===== config.mk =====
export PLATFORM = sky130hd
export DESIGN_NAME = servo_pwm_driver
export DESIGN_NICKNAME = d
export VERILOG_FILES = /design/src/rtl/servo_pkg.sv /design/src/rtl/servo_pwm_channel.sv /design/src/rtl/servo_pwm_driver.sv
export SDC_FILE = /design/constraint.sdc
export NUM_CORES = 1
export LEC_CHECK = 0
export ABC_AREA = 1
export CELL_PAD_IN_SITES_DETAIL_PLACEMENT = 0
export CELL_PAD_IN_SITES_GLOBAL_PLACEMENT = 1
export CORE_UTILIZATION = 36
export DETAILED_ROUTE_END_ITERATION = 7
export GPL_ROUTABILITY_DRIVEN = 0
export HOLD_SLACK_MARGIN = 0.02
export PLACE_DENSITY = 0.75
export SLEW_MARGIN = 0
export SYNTH_ARGS = -nofsm -noshare
export SYNTH_HDL_FRONTEND = slang
export SYNTH_SLANG_ARGS = --single-unit

===== constraint.sdc =====
create_clock -name clk -period 2.47 [get_ports clk]
set_input_delay 0.247 -clock clk [delete_from_list [all_inputs] [get_ports clk]]
set_output_delay 0.247 -clock clk [all_outputs]
set_load 0.01 [all_outputs]

===== src/rtl/servo_pkg.sv =====
// Shared servo definitions: command width, the "off" command, default
// timing constants and the pulse-width helper. Used by servo_handler and
// servo_pwm_driver.
package servo_pkg;

  localparam int CMD_W = 8;

  typedef logic [CMD_W-1:0] servo_cmd_t;

  localparam servo_cmd_t SERVO_OFF = 8'd0;

  // Default timing for a 100 MHz clock: 1 us tick, 20 ms frame,
  // 1 ms floor plus 4 us per command step (cmd 255 -> 2020 us).
  localparam int DEF_TICK_CLKS   = 100;
  localparam int DEF_FRAME_TICKS = 20000;
  localparam int DEF_BASE_TICKS  = 1000;
  localparam int DEF_STEP_TICKS  = 4;
  localparam int DEF_SLEW_STEP   = 8;

  // Pulse width in ticks for a given command.
  function automatic int unsigned servo_width(input servo_cmd_t cmd,
                                              input int unsigned base_ticks,
                                              input int unsigned step_ticks);
    return base_ticks + 32'(cmd) * step_ticks;
  endfunction

endpackage


===== src/rtl/servo_pwm_channel.sv =====
// One servo output: applied-command register (with optional slew limiting
// when SERVO_SLEW_EN is defined), width compare and registered pulse.
module servo_pwm_channel
  import servo_pkg::*;
#(
  parameter int FW          = 15,
  parameter int BASE_TICKS  = DEF_BASE_TICKS,
  parameter int STEP_TICKS  = DEF_STEP_TICKS,
  parameter int SLEW_STEP   = DEF_SLEW_STEP
) (
  input  logic             clk,
  input  logic             rst,
  input  logic             load,
  // Frame count that will be current in the cycle after this edge, so the
  // pulse register lines up with the counter it is compared against.
  input  logic [FW-1:0]    fcnt,
  input  logic [CMD_W-1:0] cmd,
  output logic             pwm,
  output logic [CMD_W-1:0] applied
);

  if (SLEW_STEP < 1) begin : g_bad_slew
    $error("servo_pwm_channel: SLEW_STEP must be at least 1");
  end

  logic [CMD_W-1:0] applied_reg;
  logic [CMD_W-1:0] applied_next;
  logic [FW-1:0]    width_next;
  logic             pwm_reg;
  logic             pwm_next;

`ifdef SERVO_SLEW_EN
  localparam logic [CMD_W-1:0] SLEW_V = CMD_W'(SLEW_STEP);
  logic [CMD_W-1:0] diff;

  // At a load, move toward the command by at most SLEW_STEP, landing on it exactly.
  always_comb begin
    applied_next = applied_reg;
    diff         = '0;
    if (load) begin
      if (cmd > applied_reg) begin
        diff         = cmd - applied_reg;
        applied_next = (32'(diff) > SLEW_STEP) ? applied_reg + SLEW_V : cmd;
      end else if (cmd < applied_reg) begin
        diff         = applied_reg - cmd;
        applied_next = (32'(diff) > SLEW_STEP) ? applied_reg - SLEW_V : cmd;
      end
    end
  end
`else
  // At a load, take the command as-is.
  always_comb begin
    applied_next = load ? cmd : applied_reg;
  end
`endif

  // Pulse is high while the upcoming frame count is inside the width.
  always_comb begin
    width_next = FW'(servo_width(applied_next, BASE_TICKS, STEP_TICKS));
    pwm_next   = (applied_next != SERVO_OFF) && (fcnt < width_next);
  end

  // Applied command and pulse registers.
  always_ff @(posedge clk) begin
    if (rst) begin
      applied_reg <= SERVO_OFF;
      pwm_reg     <= 1'b0;
    end else begin
      applied_reg <= applied_next;
      pwm_reg     <= pwm_next;
    end
  end

  assign pwm     = pwm_reg;
  assign applied = applied_reg;

endmodule


===== src/rtl/servo_pwm_driver.sv =====
// Dual-channel hobby-servo PWM generator. Commands are latched only at
// frame boundaries; command 0 gives no pulse for the frame.
// Optional feature: define SERVO_SLEW_EN to limit the per-frame change of
// the applied command to SLEW_STEP.
module servo_pwm_driver
  import servo_pkg::*;
#(
  parameter int TICK_CLKS   = DEF_TICK_CLKS,
  parameter int FRAME_TICKS = DEF_FRAME_TICKS,
  parameter int BASE_TICKS  = DEF_BASE_TICKS,
  parameter int STEP_TICKS  = DEF_STEP_TICKS,
  parameter int SLEW_STEP   = DEF_SLEW_STEP
) (
  input  logic             clk,
  input  logic             rst,
  input  logic [CMD_W-1:0] cmd_l,
  input  logic [CMD_W-1:0] cmd_r,
  output logic             pwm_l,
  output logic             pwm_r,
  output logic             frame_start,
  output logic [CMD_W-1:0] applied_l,
  output logic [CMD_W-1:0] applied_r
);

  localparam int PW = (TICK_CLKS > 1) ? $clog2(TICK_CLKS) : 1;
  localparam int FW = $clog2(FRAME_TICKS + 1);

  // The widest pulse must end before the frame does.
  if (TICK_CLKS < 1 || FRAME_TICKS < 2 ||
      BASE_TICKS + ((1 << CMD_W) - 1) * STEP_TICKS >= FRAME_TICKS) begin : g_bad_params
    $error("servo_pwm_driver: illegal timing parameter set");
  end

  logic [PW-1:0] pcnt_reg;
  logic [PW-1:0] pcnt_next;
  logic [FW-1:0] fcnt_reg;
  logic [FW-1:0] fcnt_next;
  logic          start_pending_reg;
  logic          frame_start_reg;
  logic          tick;
  logic          frame_end;
  logic          load;

  // Prescaler, frame counter and load decision. The first load after reset
  // restarts both counters so every frame begins with fcnt at 0.
  always_comb begin
    tick      = (pcnt_reg == PW'(TICK_CLKS - 1));
    frame_end = tick && (fcnt_reg == FW'(FRAME_TICKS - 1));
    load      = start_pending_reg || frame_end;
    pcnt_next = tick ? '0 : pcnt_reg + PW'(1);
    fcnt_next = fcnt_reg;
    if (start_pending_reg) begin
      pcnt_next = '0;
      fcnt_next = '0;
    end else if (frame_end) begin
      fcnt_next = '0;
    end else if (tick) begin
      fcnt_next = fcnt_reg + FW'(1);
    end
  end

  // Counter, pending-start and frame_start registers.
  always_ff @(posedge clk) begin
    if (rst) begin
      pcnt_reg          <= '0;
      fcnt_reg          <= '0;
      start_pending_reg <= 1'b1;
      frame_start_reg   <= 1'b0;
    end else begin
      pcnt_reg          <= pcnt_next;
      fcnt_reg          <= fcnt_next;
      start_pending_reg <= 1'b0;
      frame_start_reg   <= load;
    end
  end

  assign frame_start = frame_start_reg;

  logic [CMD_W-1:0] cmd_arr     [2];
  logic [CMD_W-1:0] applied_arr [2];
  logic [1:0]       pwm_vec;

  assign cmd_arr[0] = cmd_l;
  assign cmd_arr[1] = cmd_r;

  genvar gi;
  for (gi = 0; gi < 2; gi++) begin : g_ch
    servo_pwm_channel #(
      .FW         (FW),
      .BASE_TICKS (BASE_TICKS),
      .STEP_TICKS (STEP_TICKS),
      .SLEW_STEP  (SLEW_STEP)
    ) u_ch (
      .clk     (clk),
      .rst     (rst),
      .load    (load),
      .fcnt    (fcnt_next),
      .cmd     (cmd_arr[gi]),
      .pwm     (pwm_vec[gi]),
      .applied (applied_arr[gi])
    );
  end

  assign pwm_l     = pwm_vec[0];
  assign pwm_r     = pwm_vec[1];
  assign applied_l = applied_arr[0];
  assign applied_r = applied_arr[1];

endmodule


=== After elaboration in Yosys (flattened, before gate mapping) ===
Cells that the tools add are included.

* Flip-flop bits (word level): 42
* Output and inout bits: 19
* Input bits: 18
* Word-level logic and storage cells: 29

* Equality and inequality tests: 2
* Muxes and demuxes: 6
* Magnitude comparators: 2
* Reduce and logical (&&, ||, !) cells: 7
* $add $sub $neg: 4

{| class="wikitable"
|+ Operator list
! operator !! number
|-
| $mux W15 || 3
|-
| $lt A15 B15 Y1 || 2
|-
| $add A10 B10 Y11 const A || 2
|-
| $mux W8 || 2
|-
| $reduce_bool A8 Y1 || 2
|-
| $add A15 B1 Y15 const B || 1
|-
| $eq A15 B15 Y1 const B || 1
|-
| $add A7 B1 Y7 const B || 1
|-
| $eq A7 B7 Y1 const B || 1
|-
| $logic_and A1 B1 Y1 || 3
|-
| $reduce_or A3 Y1 || 1
|-
| $logic_or A1 B1 Y1 || 1
|-
| $mux W1 || 1
|}

=== Depth between registers and ports, before layout ===
Gate-level depths: netlist of run 1.

* Depth in word-level cells: 7
* Gate-level depth with buffers: 21

=== Hierarchy ===
From an unflattened synthesis of run 1, not the netlist that was laid out.

* Cells, all modules: 462
* Area total of the unflattened synthesis: 2967.8 um2

{| class="wikitable"
|+ By module, submodules not included
! module !! instances !! cells each !! area an instance (um2) !! sequential area each (um2)
|-
| servo_pwm_channel || 2 || 127 || 789.5 || 180.2
|-
| servo_pwm_driver || 1 || 208 || 1388.8 || 480.5
|}

=== Least setup slack after synthesis of run 1 ===
OpenSTA, ideal clock, no wires.

* Kind: register to register
* Start point: reg pcnt_reg[0]
* End point: reg g_ch[0].u_ch.pwm_reg
* Required time: 2.355 ns
* Cell stages (with the launch flop): 21
* Path slack: -0.249 ns
* Path buffers: 1
* Setup time: 0.115 ns
* Data arrival time: 2.604 ns
* Path through: dfxtp_1 ha_1 nand3_2 nor2_8 nand3_4 nand2_4 buf_12 nand2_4 nand2_4 inv_2 ha_1 nor2_8 nand2_1 nand2_1 nand2_1 ha_1 nand2_1 o211ai_1 nor2_1 nand2_1 nor2_1

* Word-level cells in the longest chain between the ends: 7

{| class="wikitable"
|+ Ends and longest elaborated chain
! element !! RTL line !! RTL
|-
| start, declared || servo_pwm_driver.sv:34 || <nowiki>logic [PW-1:0] pcnt_reg;</nowiki>
|-
| start signal, assigned || servo_pwm_driver.sv:70 || <nowiki>pcnt_reg <= pcnt_next;</nowiki>
|-
| $eq A7 B7 Y1 (*) || servo_pwm_driver.sv:47 || <nowiki>tick = (pcnt_reg == PW'(TICK_CLKS - 1));</nowiki>
|-
| $logic_and A1 B1 Y1 (*) || servo_pwm_driver.sv:48 || <nowiki>frame_end = tick && (fcnt_reg == FW'(FRAME_TICKS - 1));</nowiki>
|-
| $logic_or A1 B1 Y1 (*) || servo_pwm_driver.sv:49 || <nowiki>load = start_pending_reg || frame_end;</nowiki>
|-
| $mux W8 (*) || servo_pwm_channel.sv:53 || <nowiki>applied_next = load ? cmd : applied_reg;</nowiki>
|-
| via g_ch[0].u_ch.applied_next[1] || servo_pwm_channel.sv:27 || <nowiki>logic [CMD_W-1:0] applied_next;</nowiki>
|-
| $add A10 B10 Y11 || servo_pkg.sv:24 || <nowiki>return base_ticks + 32'(cmd) * step_ticks;</nowiki>
|-
| $lt A15 B15 Y1 || servo_pwm_channel.sv:60 || <nowiki>pwm_next = (applied_next != SERVO_OFF) && (fcnt < width_next);</nowiki>
|-
| $logic_and A1 B1 Y1 (*) || servo_pwm_channel.sv:60 ||
|-
| end signal, assigned || servo_pwm_channel.sv:70 || <nowiki>pwm_reg <= pwm_next;</nowiki>
|-
| end, declared || servo_pwm_channel.sv:29 || <nowiki>logic pwm_reg;</nowiki>
|}

The timed path passes the listed nets; every way through them passes the cells marked *.
A chain may end at the register's enable or synchronous reset.

=== Worst setup path in the final report of run 1 ===
* Start point: reg pcnt_reg[1]
* End point: reg g_ch[0].u_ch.pwm_reg

* Word-level cells in the longest chain between the ends: 7

{| class="wikitable"
|+ Ends and longest elaborated chain
! element !! RTL line
|-
| $eq A7 B7 Y1 (*) || servo_pwm_driver.sv:47
|-
| $logic_and A1 B1 Y1 || servo_pwm_driver.sv:48
|-
| $logic_or A1 B1 Y1 || servo_pwm_driver.sv:49
|-
| $mux W8 || servo_pwm_channel.sv:53
|-
| $add A10 B10 Y11 || servo_pkg.sv:24
|-
| $lt A15 B15 Y1 || servo_pwm_channel.sv:60
|-
| $logic_and A1 B1 Y1 (*) || servo_pwm_channel.sv:60
|}

Every way passes the cells marked *; elsewhere a longest branch is shown, timed or not.

==> summary.txt, run 1 <==
Layout
  • Layout area overhead: 52.55%
  • Final Instance Area: 0.004453 mm^2
  • Diodes inserted: 0
  • FILL cells: ~770
  • Largest register FFs: 16
  • Layout net count: 591
  • Final Util: 57.33%
  • Share of layout cells above drive strength 1: around 33%

Routing
  • Pre-antenna DRT Iters: 4
  • Vias per cell: 4.534
  • Antenna-violating nets left: 0
  • Drt initial violations: between 70 and 80
  • Detailed-route DRC error count: 0
  • Routed wire per std cell: 11.73 um
  • Routed WL: roughly 7700 um
  • Vias: 2974
  • WL met3: 172 um
  • WL met1: roughly 3400 um
  • Top sig layer: met4
  • Met2 wire len: 3886 um

Worst setup path
  • CP Capture Type: register
  • Max FO, Critical Path: 6
  • Critical Path AT: 2.71 ns
  • Crit start category: register
  • Req. time, crit path: 2.68 ns
  • WS Path Type: register to register
  • Reg2reg setup slack: -0.03 ns

Timing
  • Worst-Margin Slew: 0.3096 ns
  • RSZ-0062 raised after global routing: yes
  • Fin crit period: approximately 2.5 ns
  • Period utilization: 101.1%
  • Fin Setup TNS: -0.05551 ns
  • F_max: 0.4003 GHz
  • Final setup viols: 2
  • Slew headroom: between 70% and 80%
  • Setup ws final: -0.02813 ns
  • Clock Skew: ~0.0060 ns
  • Final Hold Vio Count: 0
  • Pins Over Slew Limit: 0

Logic synthesis
  • Synth top area cells: dfxtp_1, nand2_1, nor2_1, ha_1, inv_1
  • Compound-Gate Fraction of Synth Area: 5.315%
  • Multiplexer area fraction after synthesis: 0%
  • Syn Area/Cell: approximately 7 um^2
  • Main combinational cell family by area after synthesis: simple AND/OR/NAND/NOR gates
  • Adder-cell share of the synthesized area: 8.573%
  • Net count after synthesis: 467
  • Area share of the largest cell type after synthesis: roughly 29%
  • Mapped cell area: around 0.0029 mm^2
  • Leading area contributor after synthesis: dfxtp_1
  • Synth Register Bits: 42
  • Post-synthesis xor/xnor area fraction: 4.158%
  • Mapped Cells: ~430
  • Sequential fraction of the synthesis area: 28.80%
  • Synth cell types: 35
  • Post-Synth Simple-Gate Area: a little over two fifths
  • Yosys warns: 0

Placement
  • Placed Area: slightly below 0.004 mm^2
  • Pre-CTS WS: -0.2418 ns
  • Number of port buffers: 36
  • DP HPWL: approximately 6100 um

GRT
  • Antenna violations before repair: 0
  • Total gr overflow: 0
  • Largest net degree at the start of global routing: 28
  • Tot GR Track Use: 19.13%
  • Vias in the first global route: 2938
  • First-pass GRT wire length: 12880 um

Die
  • Initial core utilization: 37.58%
  • Die Ht: 92.05 um
  • Die X: 92.05 um
  • DIE AREA: approximately 0.0085 mm^2
  • Placeable Area: 0.007767 mm^2
  • Std cell rows: 32
  • I/O Pins: 37

Clocking
  • CTS Sinks: 42
  • Worst-Skew Late Latency: 0.31 ns
  • Clock root cell: clkbuf_8
  • Number of CTS-inserted buffers: 5
  • Hold Buf Count CTS: 0
  • Htree depth: 2
  • CTS tree: yes
  • Clk slew on worst S/H paths: roughly 0.090 ns
  • Clk buf depth: 2

Run status
  • Failing checks: setup timing
  • Status: finished, violations left

Run
  • Max-Cap Viols: 0

Power and ir drop
  • Peak supply drop: around 0.22 mV
  • Leak pwr: 2.049 nW
  • Total Power: 1.661 mW
  • PwrDens: 373.0 mW/mm^2

Min path
  • Worst hold path type: register to register
[timing repair]
item	CTS	global route
setup buffers	15	2
gates resized for setup	36	20
setup endpoints to repair	2	2
pin swaps	32	20
endpoints found under the hold margin	0	0
[cell families (layout without fill, tap and decap cells)]
group | count (synthesis) | count (layout)
AOI/OAI and AO/OA | 26 | 26
xor gates and xnor gates | 13 | 13
adders and majority gates | 20 | 20
buffers and inverters | 68 | 193
DFF | 42 | 42
and+or+nand+nor | 260 | 260
[synth_stat cells, drive strengths merged]
library cell	count
nand2	128
nor2	76
inv	61
dfxtp	42
nand3	26
ha	20
a21oi	14
nor3	11
nand4	10
o21ai	8
xor2	8
xnor2	5
buf	4
nand3b	4
clkbuf	3
nor4	3
a211oi	2
o211ai	2
and2	1
nor3b	1
[cell usage in the layout, fill, tap and decap left out, types with 2 or more instances in the layout]
cell	netlist	layout
xnor2_2	0	3
dfxtp_1	42	38
inv_2	6	7
clkbuf_8	0	5
nand2_2	11	18
clkdlybuf4s50_1	0	36
nor4_1	3	2
buf_6	2	6
nand3_2	2	2
nand3b_1	4	4
xor2_1	7	6
nand2_1	107	93
buf_12	1	3
nor3_1	10	10
o21ai_0	4	3
xnor2_1	5	2
nand4_1	10	10
xor2_2	1	2
nand3_4	1	2
inv_1	55	53
nor2_2	4	5
nand3_1	23	22
nand2_4	10	16
o211ai_1	2	2
ha_4	0	8
o21ai_4	0	2
a211oi_1	2	2
a21oi_2	1	3
o21ai_2	3	2
dfxtp_2	0	4
nor2_8	2	2
nor2_1	69	66
nor2_4	1	3
ha_1	20	11
a21oi_1	13	10
buf_4	1	79
[final cells by class]
| class | count | area, um^2 | area share (%) |
|---|---|---|---|
| multi-input cells | 319 | 2073 | 46.56 |
| repair buffers | 124 | 1081 | 24.28 |
| flip-flops and latches | 42 | 845.8 | 18.99 |
| inverters | 61 | 231.5 | 5.198 |
| well taps | 102 | 127.6 | 2.866 |
| clock buffers | 5 | 68.82 | 1.545 |
| clock inverters | 3 | 25.02 | 0.5620 |
[routing by layer]
metal  vias up  global-route usage [%]
met3        15                   2.902
li1       1596                       -
met5         -                       0
met1      1322                   22.26
met2        41                   35.57
met4         0                   5.990
[path summary, 6_finish.rpt]
kind | from | end | cells after the start
setup / recovery | pcnt_reg[1] | g_ch[0].u_ch.pwm | 20
hold reg to reg | pcnt_reg[3] | pcnt_reg[3] | 2
setup reg to reg | pcnt_reg[1] | g_ch[0].u_ch.pwm | 20
hold / removal | pcnt_reg[3] | pcnt_reg[3] | 2
[worst max-delay path, cell delays in order (launching register included)]
cell      delay (ns)
dfxtp_2         0.36
ha_4            0.14
buf_6           0.10
nand3_4         0.08
nor2_8          0.13
nand3_4         0.10
nand2_8         0.11
buf_4           0.12
buf_12          0.12
nand2_4         0.05
buf_4           0.13
a21oi_4         0.14
nand2_2         0.07
nand2_2         0.06
nand2_2         0.06
ha_4            0.27
nand2_2         0.04
o211ai_1        0.15
nor2_1          0.07
nand2_1         0.06
nor2_1          0.03
[power breakdown]
part / internal (mW) / switching (mW) / total (mW) / leakage (nW)
clock network: 0.204 / 0.273 / 0.478 / 0.0447
registers: 0.700 / 0.0157 / 0.715 / 0.346
logic: 0.242 / 0.225 / 0.468 / 1.66
total: 1.15 / 0.514 / 1.66 / 2.05
[through the flow]
step / instances / hold WS, ns
final: 656 / 0.5064
after global routing: 656 / 0.5200
after CTS: 654 / 0.5118
after detailed placement: 631 / 0.4972
after global placement: 631 / 0.4907
after floorplan: 429 / 0.2747
Power figures use the tool's default switching activity.
==> run 2, diff against run 1 <==
--- a/config.mk
+++ b/config.mk
@@ -5,10 +5,9 @@
 export SDC_FILE = /design/constraint.sdc
 export NUM_CORES = 1
 export LEC_CHECK = 0
-export ABC_AREA = 1
 export CELL_PAD_IN_SITES_DETAIL_PLACEMENT = 0
 export CELL_PAD_IN_SITES_GLOBAL_PLACEMENT = 1
-export CORE_UTILIZATION = 36
+export CORE_UTILIZATION = 37
 export DETAILED_ROUTE_END_ITERATION = 7
 export GPL_ROUTABILITY_DRIVEN = 0
 export HOLD_SLACK_MARGIN = 0.02
==> run 2 against run 1 <==
Net effect: the run still ends with setup timing left; sequential share of layout area up 3.0 points; clock skew up 0.0041 ns; power down 7.5%; global-route usage up 1.4 points; first-iteration DRC count up 84%; utilization down 1.3 points; critical path type unchanged; largest cell class unchanged; highest routed layer unchanged.
==> summary.txt, run 2 <==
Run status
  • Status: finished, violations left
  • Failing checks: setup timing

Die
  • Die Ht: 87.01 um
  • Placeable Area: around 0.007 mm^2
  • Std cell rows: 30
  • Die X: 87.01 um
  • I/O Pins: 37
  • DIE AREA: 0.007571 mm^2
  • Initial core utilization: 38.93%

Routing
  • Routed wire per std cell: about 14 um
  • Antenna-violating nets left: 0
  • Vias per cell: 5.053
  • Routed WL: around 7300 um
  • Drt initial violations: 136
  • Pre-antenna DRT Iters: 4
  • Vias: 2673
  • Detailed-route DRC error count: 0

Timing
  • Worst-Margin Slew: 0.5622 ns
  • RSZ-0062 raised after global routing: yes
  • Final setup viols: 2
  • Setup ws final: -0.5051 ns
  • Final Hold Vio Count: 0
  • Period utilization: 120.4%
  • Fin Setup TNS: -0.9396 ns
  • Pins Over Slew Limit: 0
  • Slew headroom: approximately 62%
  • Clock Skew: roughly 0.01 ns
  • Fin crit period: approximately 3.0 ns
  • F_max: 0.3361 GHz

Layout
  • Diodes inserted: 0
  • Final Instance Area: roughly 0.0039 mm^2
  • Largest register FFs: 16
  • Layout net count: 470
  • Final Util: 56.07%
  • Layout area overhead: 44.03%
  • Commonest non-fill, non-tap cell in the layout: buf_4
  • Share of layout cells above drive strength 1: 27.71%
  • Most frequent cells in the layout: buf_4, nor2_1, dfxtp_1

Clocking
  • Htree depth: 2
  • CTS tree: yes
  • Clock root cell: clkbuf_8
  • Number of CTS-inserted buffers: 5
  • Worst-Skew Late Latency: 0.31 ns
  • Clk slew on worst S/H paths: about 0.090 ns
  • Hold Buf Count CTS: 0
  • Clk buf depth: 2
  • CTS Sinks: 42

Placement
  • Placed Area: between 0.003 and 0.004 mm^2
  • DP HPWL: about 5600 um
  • Number of port buffers: 36
  • Pre-CTS WS: -0.6342 ns

GRT
  • Vias in the first global route: between 2000 and 3000
  • Tot GR Track Use: 20.49%
  • Largest net degree at the start of global routing: 21
  • Total gr overflow: 0
  • First-pass GRT wire length: 12050 um
  • Antenna violations before repair: 0

Worst setup path
  • CP Capture Type: register
  • Req. time, crit path: 2.73 ns
  • Max FO, Critical Path: 4
  • WS Path Type: register to register
  • Crit start category: register
  • Critical Path AT: 3.23 ns

Power and ir drop
  • Gate power share: 22.2%
  • Switch Pwr: 0.4590 mW
  • Total Power: about 1.5 mW
  • Switching part of the total: 29.89%
  • Sequential share of power: 46.7%
  • Peak supply drop: 0.2384 mV
  • Leak pwr: between 1.5 and 2 nW
  • PwrDens: 398.8 mW/mm^2
  • Clock share of power: 31.1%
  • Int Pwr: between 1 and 1.5 mW

Logic synthesis
  • Syn Area/Cell: 8.127 um^2
  • Synth Register Bits: 42
  • Dominant synthesized flop cell: dfxtp_1
  • Sequential fraction of the synthesis area: 31.45%
  • Mapped Cells: 329
  • Area share of the largest cell type after synthesis: a little under a third
  • Leading area contributor after synthesis: dfxtp_1
  • Most frequent cell after synthesis: nand2_1
  • Async S/R FF share, synth: 0%
  • Mapped cell area: 0.002674 mm^2
  • Yosys warns: 0
  • Synth cell count leaders: nand2_1, dfxtp_1, nor2_1
  • Synth cell types: a little over 50
  • Post-synth EDFFs: 0
  • Synth top area cells: dfxtp_1, ha_1, xnor2_1, nand2_1, nor2_1
  • Net count after synthesis: 367

Run
  • Max-Cap Viols: 0

Min path
  • Worst hold path type: register to register
run 2: power groups by stage:
| stage | clock network (mW) | logic [mW] | registers (mW) |
|---|---|---|---|
| after global routing | 0.513 | 0.378 | 0.720 |
| after global placement | 0 | 0.321 | 0.732 |
| after CTS | 0.489 | 0.337 | 0.717 |
| final | 0.478 | 0.341 | 0.717 |
| after floorplan | 0 | 0.165 | 0.740 |
| after detailed placement | 0 | 0.325 | 0.732 |
run 2: per-stage QoR:
step                cells  hold slack [ns]
floorplan             329           0.2747
global placement      515           0.4850
finish                529           0.4921
global route          529           0.5273
detailed placement    515           0.4812
CTS                   526           0.4961
run 2: area by class of cell:
cell class | instances | area [um^2]
Timing Repair Buffer | 111 | 923.4
Fill cell | 658 | 3018
Clock buffer | 5 | 68.82
Tap cell | 96 | 120.1
Inverter | 5 | 18.77
Clock inverter | 3 | 23.77
Multi-Input combinational cell | 267 | 1849
Sequential cell | 42 | 847.1
run 2: per-layer routing:
layer  vias to the layer above  global-route usage (%)  share of wire [%]  wire, um
met5                         -                       0                  0         0
met1                      1253                   28.08                 49      3545
li1                       1368                       -                  -         -
met2                        41                   32.64                 46      3341
met4                         0                   5.758                1.2        90
met3                        11                   3.981                3.9       282
run 2: kinds of logic after synthesis:
logic type      count (synthesis)  share of synthesized area, %
buf+inv                        20                         4.492
fa+ha+maj                      20                         9.359
compound gates                 54                         13.20
flops                          42                         31.45
xor+xnor                       36                         11.79
mux                             6                         2.293
simple gates                  151                         27.42
run 2: critical path, cell delays in order, from the launching register on:
cell and delay [ns]:
dfxtp_2 0.34, nor4b_4 0.30, nand4_2 0.17, o21ba_4 0.27
nand2_2 0.08, nand2_2 0.08, ha_4 0.16, or3_4 0.37
nor4_4 0.14, xor2_1 0.16, o21ai_1 0.09, ha_1 0.30
a21o_1 0.17, a21oi_2 0.12, o2111a_1 0.18
run 2: path summary, 6_finish.rpt:
kind                            slack [ns]                    start                      end  cells after the start
worst max-delay path                 -0.51              pcnt_reg[2]         g_ch[0].u_ch.pwm                     14
worst min-delay path                  0.49  g_ch[0].u_ch.applied[1]  g_ch[0].u_ch.applied[1]                      2
worst max register to register       -0.51              pcnt_reg[2]         g_ch[0].u_ch.pwm                     14
worst min register to register        0.49  g_ch[0].u_ch.applied[1]  g_ch[0].u_ch.applied[1]                      2
run 2: what timing repair did:
action / CTS / global route
setup buffers: 3 / 3
pin swaps: 11 / 5
setup endpoints to repair: 2 / 2
gates resized for setup: 13 / 5
